--- config.mk ---
export PLATFORM = sky130hd
export DESIGN_NAME = wb_lfsr_seq_master
export DESIGN_NICKNAME = d
export VERILOG_FILES = /design/src/rtl/wb_lfsr_seq_master.sv
export SDC_FILE = /design/constraint.sdc
export NUM_CORES = 1
export LEC_CHECK = 0
export CAP_MARGIN = 10
export CELL_PAD_IN_SITES_DETAIL_PLACEMENT = 0
export CELL_PAD_IN_SITES_GLOBAL_PLACEMENT = 1
export CORE_ASPECT_RATIO = 1.2
export CORE_MARGIN = 2
export CORE_UTILIZATION = 36
export CTS_CLUSTER_DIAMETER = 50
export DETAILED_ROUTE_END_ITERATION = 10
export PLACE_DENSITY_LB_ADDON = 0.1
export RECOVER_POWER = 50
export SETUP_SLACK_MARGIN = 0.3
export SLEW_MARGIN = 20
export SYNTH_ARGS = -nofsm -noshare
export SYNTH_HDL_FRONTEND = slang
export SYNTH_SLANG_ARGS = --single-unit
--- constraint.sdc ---
create_clock -name i_clk -period 2.69 [get_ports i_clk]
set_input_delay 0.4035 -clock i_clk [delete_from_list [all_inputs] [get_ports i_clk]]
set_output_delay 0.4035 -clock i_clk [all_outputs]
set_load 0.02 [all_outputs]
--- src/rtl/wb_lfsr_seq_master.sv ---
// wb_lfsr_seq_master: Wishbone initiator that seeds the LFSR peripheral and reads back N serial bits.
// Optional macro WB_SEQ_TIMEOUT_EN adds a per-transaction ack watchdog that aborts with o_err.
module wb_lfsr_seq_master #(
   parameter int OUT_W   = 32,
   parameter int TIMEOUT = 15
) (
   input  logic             i_clk,
   input  logic             i_reset,
   input  logic             i_start,
   input  logic [31:0]      i_seed,
   input  logic [5:0]       i_count,
   output logic             o_busy,
   output logic             o_done,
   output logic             o_err,
   output logic [OUT_W-1:0] o_result,
   output logic             o_wb_cyc,
   output logic             o_wb_stb,
   output logic             o_wb_we,
   output logic [2:0]       o_wb_addr,
   output logic [7:0]       o_wb_data,
   input  logic             i_wb_stall,
   input  logic             i_wb_ack,
   input  logic             i_wb_data
);
   localparam int RW = $clog2(OUT_W + 1);
   typedef enum logic [1:0] {IDLE, REQ, WAIT, DONE} state_t;
   state_t state, state_d;
   logic [2:0] txn, nt;
   logic [RW-1:0] rcnt, n_q;
   logic [31:0] seed_q;
   logic go, acked, last, to;
   assign go = state == IDLE && i_start;
   assign acked = state == WAIT && i_wb_ack;
   // txn 0..5 are the fixed writes; txn 6 repeats for every read
   assign last = (txn == 3'd5 && n_q == '0) || (txn == 3'd6 && rcnt == n_q - RW'(1));
   assign nt = txn == 3'd6 ? 3'd6 : txn + 3'd1;
   assign o_wb_cyc = state == REQ || state == WAIT;
   assign o_wb_stb = state == REQ;
   assign o_busy = state != IDLE;
   assign o_done = state == DONE;
`ifdef WB_SEQ_TIMEOUT_EN
   logic [7:0] wd;
   logic err_q;
   assign to = o_wb_cyc && wd == 8'(TIMEOUT - 1);
   always_ff @(posedge i_clk)
      if (i_reset) begin
         wd <= '0;
         err_q <= 1'b0;
      end else begin
         wd <= o_wb_cyc && !acked ? wd + 8'd1 : 8'd0;
         err_q <= go ? 1'b0 : err_q | (to & !acked);
      end
   assign o_err = o_done && err_q;
`else
   assign to = 1'b0;
   assign o_err = 1'b0;
`endif
   always_ff @(posedge i_clk)
      if (i_reset) state <= IDLE;
      else state <= state_d;
   always_comb begin
      state_d = state;
      case (state)
         IDLE:    state_d = i_start ? REQ : IDLE;
         REQ:     state_d = to ? DONE : i_wb_stall ? REQ : WAIT;
         WAIT:    state_d = i_wb_ack ? (last ? DONE : REQ) : to ? DONE : WAIT;
         DONE:    state_d = IDLE;
         default: state_d = IDLE;
      endcase
   end
   always_ff @(posedge i_clk)
      if (i_reset) begin
         txn <= '0;
         rcnt <= '0;
         n_q <= '0;
         seed_q <= '0;
         o_wb_we <= 1'b0;
         o_wb_addr <= '0;
         o_wb_data <= '0;
         o_result <= '0;
      end else if (go) begin
         txn <= '0;
         rcnt <= '0;
         seed_q <= i_seed;
         n_q <= 32'(i_count) > OUT_W ? RW'(OUT_W) : RW'(i_count);
         o_wb_we <= 1'b1;
         o_wb_addr <= 3'd0;
         o_wb_data <= i_seed[7:0];
         o_result <= '0;
      end else if (acked) begin
         if (txn == 3'd6) begin
            o_result <= {o_result[OUT_W-2:0], i_wb_data};
            rcnt <= rcnt + RW'(1);
         end
         if (!last) begin
            txn <= nt;
            o_wb_we <= nt != 3'd6;
            o_wb_addr <= nt[2] ? (nt == 3'd6 ? 3'd0 : 3'd4) : nt;
            o_wb_data <= nt[2] ? (nt == 3'd4 ? 8'h03 : 8'h00) : 8'(seed_q >> {nt[1:0], 3'b000});
         end
      end
endmodule

After elaboration in Yosys (flattened, before gate mapping) --
Index checks and enable logic that the tools add are counted.
Word-level totals: output and inout bits 49, memory bits (read-only) 0, flip-flop bits (word level) 93, word-level logic and storage cells 56, memories 0, bits in latches 0, bits of input ports 44, bits in writable memories 0
Cells by class: equal/unequal tests 10, shifts and indexed selects 1, multiplexer cells 17, order comparisons 1, bitwise gates (word level) 1, multiply operators 0, div/mod/pow operators 0, reduce and logical (&&, ||, !) cells 14, $add $sub $neg 3
Operators with widths (number):
- $mux W8 | 4
- $shr A32 B5 Y8 | 1
- $eq A3 B3 Y1 const B | 4
- $mux W3 | 3
- $mux W2 | 4
- $pmux W2 S4 | 1
- $add A6 B1 Y6 const B | 1
- $eq A6 B6 Y1 | 1
- $gt A6 B6 Y1 const B | 1
- $logic_not A6 Y1 | 1
- $mux W6 | 1
- $reduce_and A2 Y1 | 3
- $sub A6 B1 Y6 const B | 1
- $eq A2 B2 Y1 const B | 2
- $logic_and A1 B1 Y1 | 4
- $mux W1 | 4
- $reduce_bool A2 Y1 | 2
- $add A3 B1 Y3 const B | 1
- $ne A3 B3 Y1 const B | 1
- $eq A2 B1 Y1 const B | 1
- $logic_not A2 Y1 | 1
- $logic_or A1 B1 Y1 | 2
- $ne A2 B2 Y1 const B | 1
- $reduce_or A2 Y1 | 1
- $not A1 Y1 | 1

Longest topological paths before layout --
depth in word-level cells 8, gate-level depth with buffers 10, gate-level depth less buffers 8

Worst setup path after synthesis --
No wires, ideal clock.
kind register to register, start point reg n_q[0], end point reg o_wb_data[7], buffers on the path 2, library setup time 0.122 ns, arrival time 2.164 ns, cell stages (with the launch flop) 11, required time 2.568 ns, setup slack 0.404 ns, period minus slack after synthesis 2.286 ns, cell sequence dfxtp_1 -> inv_1 -> ha_1 -> and2_1 -> a211oi_1 -> o31ai_1 -> a211o_1 -> buf_6 -> and2_4 -> buf_6 -> a311o_1
Between the ends: word-level cells in the longest chain between the ends 6, elaborated cells on any way between the ends 8, classes of those cells add/sub (1); eq/ne (2); reduce/logical (5)
Ends and longest elaborated chain:
- start, declared | line 29 | logic [RW-1:0] rcnt, n_q;
- start signal, assigned | line 85 | n_q <= 32'(i_count) > OUT_W ? RW'(OUT_W) : RW'(i_count);
- $sub A6 B1 Y6 | line 35 | assign last = (txn == 3'd5 && n_q == '0) || (txn == 3'd6 && rcnt == n_q - RW'(1));
- $eq A6 B6 Y1 | line 35
- $logic_and A1 B1 Y1 | line 35
- $logic_or A1 B1 Y1 (*) | line 35
- $ne A2 B2 Y1 (no source line) (*)
- $reduce_and A2 Y1 (no source line) (*)
- end signal, assigned | line 88 | o_wb_data <= i_seed[7:0];
- end signal, assigned | line 99 | o_wb_data <= nt[2] ? (nt == 3'd4 ? 8'h03 : 8'h00) : 8'(seed_q >> {nt[1:0], 3'b000});
- end, declared | line 20 | output logic [7:0] o_wb_data,
Mark *: on every way between the ends. The rest lies on a longest branch, timed or not. A chain may end at the register's enable or synchronous reset.

Worst setup path in the final report --
Ends and elaborated chain as after synthesis.

==> impl_metrics.toml <==
[route]
drt_first_pass_iters = 4
viasPerCell = 4.93
wl_per_cell_um = 13.7
final_antenna_net_count = 0
drt_iter0_drc = 100
vias = 3426
drc = 0
wirelength_um = 9530

[finish]
layout.nets = 616
stdcell_area_um2 = 5270
layout_common_cells = "155 x nand2_1, 90 x dfxtp_1, 88 x a21oi_1"
drive_gt1_share_pct = 10.1
layout_commonest_cell = "nand2_1"
areaGrowthSynthToFinish_pct = 33.7
antenna_cells = 0

[timing]
min_period_over_period_pct = 83.7
setup_viol = 0
setup_tns_ns = 0
skew_ns = 0.00603
finalWorstPathRequiredPeriod_ns = 2.25
relSlewSlack_pct = 38.1
fmax_mhz = 444
drv_slew = 0
worst_pin_slew_ns = 0.929
whs_ns = 0.425
rsz0062_at_grt = "no"
report.final.hold_viol_count = 0

[grt]
grt_pass1_wl_um = 15700
overflow = 0
grt_start_max_net_pins = 57
grt_pass1_vias = 3315
antenna_found_initial = 0
gr-usage-all-layers_pct = 16.6

[pwr]
power_leakage_nw = 2.07
p_total_w = 0.00287
pwr-share-comb_pct = 9.6
clockPowerShare_pct = 40.0
powerDensity_nw_per_um2 = 544
p_int_w = 0.00220
peakVddDrop_mv = 0.246
p_sw_w = 0.000668
pwr-share-seq_pct = 50.4
switching_share_pct = 23.3

[run]
cap_violations = 0

[die]
dieArea_um2 = 11800
ioPinCount = 93
core_um2 = 10600
initial_utilization_pct = 37.1
dieHeight_um = 119
rows = 41
die_width_um = 99.5

[synth]
syn_avg_cell_area_um2 = 8.30
synth_top_cell_area_share_pct = 47.2
synth_edf_count = 0
ys_types = 42
synth_area_um2 = 3940
synth.yosys.seq_area_share_pct = 47.2
synthTopCellsByArea = "dfxtp_1 47%, nand2_1 15%, a21oi_1 11%, mux4_2 4.6%, ha_1 3.2%"
yosysWarnings = 0
synth_nets = 529
ys_ff_latch = 93
syn_inst = 475
async_flop_share_pct = 0
synth_top_area_cell = "dfxtp_1"
synth_ff_type = "dfxtp_1"

[run_status]
outcome = "finished, final reports clean"

[cts]
clockBufferDepth = 2
cts_max_level = 3
cts_hold_buf = 0
cts_made_buffers = 9
cts-root-buf = "clkbuf_16"
clkSinkCount = 93
cts_tree = "yes"
clk_pin_slew_worst_paths_ns = 0.06
clock_latency_ns = 0.34

[setup_path]
worst-setup-path-type = "flip-flop to flip-flop"
worst-endpoint-arrival_ns = 2.48
cp-end-kind = "flip-flop"
worstPathRequired_ns = 2.92
cp-start-kind = "flip-flop"
cp_max_fo = 8

[hold_path]
hp-class = "input pin to flip-flop"

[placed_design]
place_area_um2 = 4960
hpwl_um = 6410
gp_routability_congestion = 0.758
io_buffers = 91
## repair_timing
item                                    4_1_cts  5_1_grt
resized for setup                             1        6
endpoints found under the setup margin        8        9
pin swaps                                     1        1
setup buffers                                 0        5
## state kept, by name (all words and copies together), names as in the netlist
register and cells:
n_q 6, o_wb_addr 3, o_result 32, rcnt 6
txn 3, o_wb_data 8, seed_q 32, o_wb_we 1
state 2
## worst max-delay path: stages, from the launching register on
cell and delay (ns):
dfxtp_2 0.36, inv_1 0.05, ha_1 0.22, and2_1 0.19, a211oi_2 0.21, o31ai_1 0.12, a211o_2 0.41, and2_4 0.22
a311o_1 0.35
## power groups by stage
stage,sequential [W],combinational (W),clock [W]
global route,0.00145,0.000305,0.00124
floorplan,0.00148,0.000152,0
CTS,0.00144,0.000286,0.00120
finish,0.00144,0.000275,0.00115
detailed placement,0.00147,0.000285,0
global placement,0.00147,0.000281,0
## layout make-up
| cell class | count | area [µm²] |
|---|---|---|
| fillers | 1032 | 5350 |
| flip-flops and latches | 93 | 1870 |
| clock buffers | 11 | 243 |
| multi-input cells | 345 | 1940 |
| clock inverters | 4 | 25.0 |
| well taps | 129 | 161 |
| inverters | 8 | 30.0 |
| repair buffers | 105 | 1010 |
## per-stage QoR
| stage | cells | setup slack [ns] | utilization (%) |
|---|---|---|---|
| 6_report | 695 | 0.437 | 49.7 |
| 4_1_cts | 690 | 0.301 | 49.3 |
| 3_3_place_gp | 675 | 0.278 | 46.8 |
| 5_1_grt | 695 | 0.311 | 49.7 |
| 3_5_place_dp | 675 | 0.184 | 46.8 |
| 2_1_floorplan | 475 | 0.404 | - |
## synthesized netlist by cell type, types with 2 or more instances
cell / n
xnor2_1: 3
and3_1: 2
ha_1: 10
nor3_1: 3
buf_1: 4
mux2i_1: 4
nand3b_1: 5
nor2b_1: 8
or3_1: 2
o21a_1: 2
clkbuf_1: 21
nand2_1: 155
mux4_2: 8
xor2_1: 7
nor2_1: 16
a211oi_1: 2
mux2_2: 8
dfxtp_1: 93
a21oi_1: 89
buf_6: 2
inv_1: 8
nand4_1: 3
## final timing paths
| kind | slack, ns | endpoint | cells after the start | startpoint |
|---|---|---|---|---|
| worst min register to register | 0.45 | o_wb_addr[2]$_SDFFE_PP0P_ | 2 | o_wb_addr[2]$_SDFFE_PP0P_ |
| worst min-delay path | 0.43 | o_wb_data[7]$_SDFFE_PP0P_ | 3 | i_reset |
| worst max-delay path | 0.44 | o_wb_data[7]$_SDFFE_PP0P_ | 8 | n_q[0]$_SDFFE_PP0P_ |
| worst max register to register | 0.44 | o_wb_data[7]$_SDFFE_PP0P_ | 8 | n_q[0]$_SDFFE_PP0P_ |
## cells by family after synthesis
group / share of synthesized area [%]
AOI/OAI and AO/OA: 13.5
and+or+nand+nor: 21.9
DFF: 47.2
other: 0.0951
buffers and inverters: 4.03
xor gates and xnor gates: 2.22
muxes: 7.87
adders and majority gates: 3.17
## routing by layer
metal  share of wire [%]  global-route usage [%]  vias up  routed length [µm]
li1                    -                       -     1750                   -
met1                  47                    21.8     1566                4480
met2                  44                    25.3       97                4210
met3                 6.9                    5.26       13                 656
met4                 2.0                    6.85        0                 193
met5                   0                       0        -                   0
Note: power is estimated with default switching activity, not from simulation.
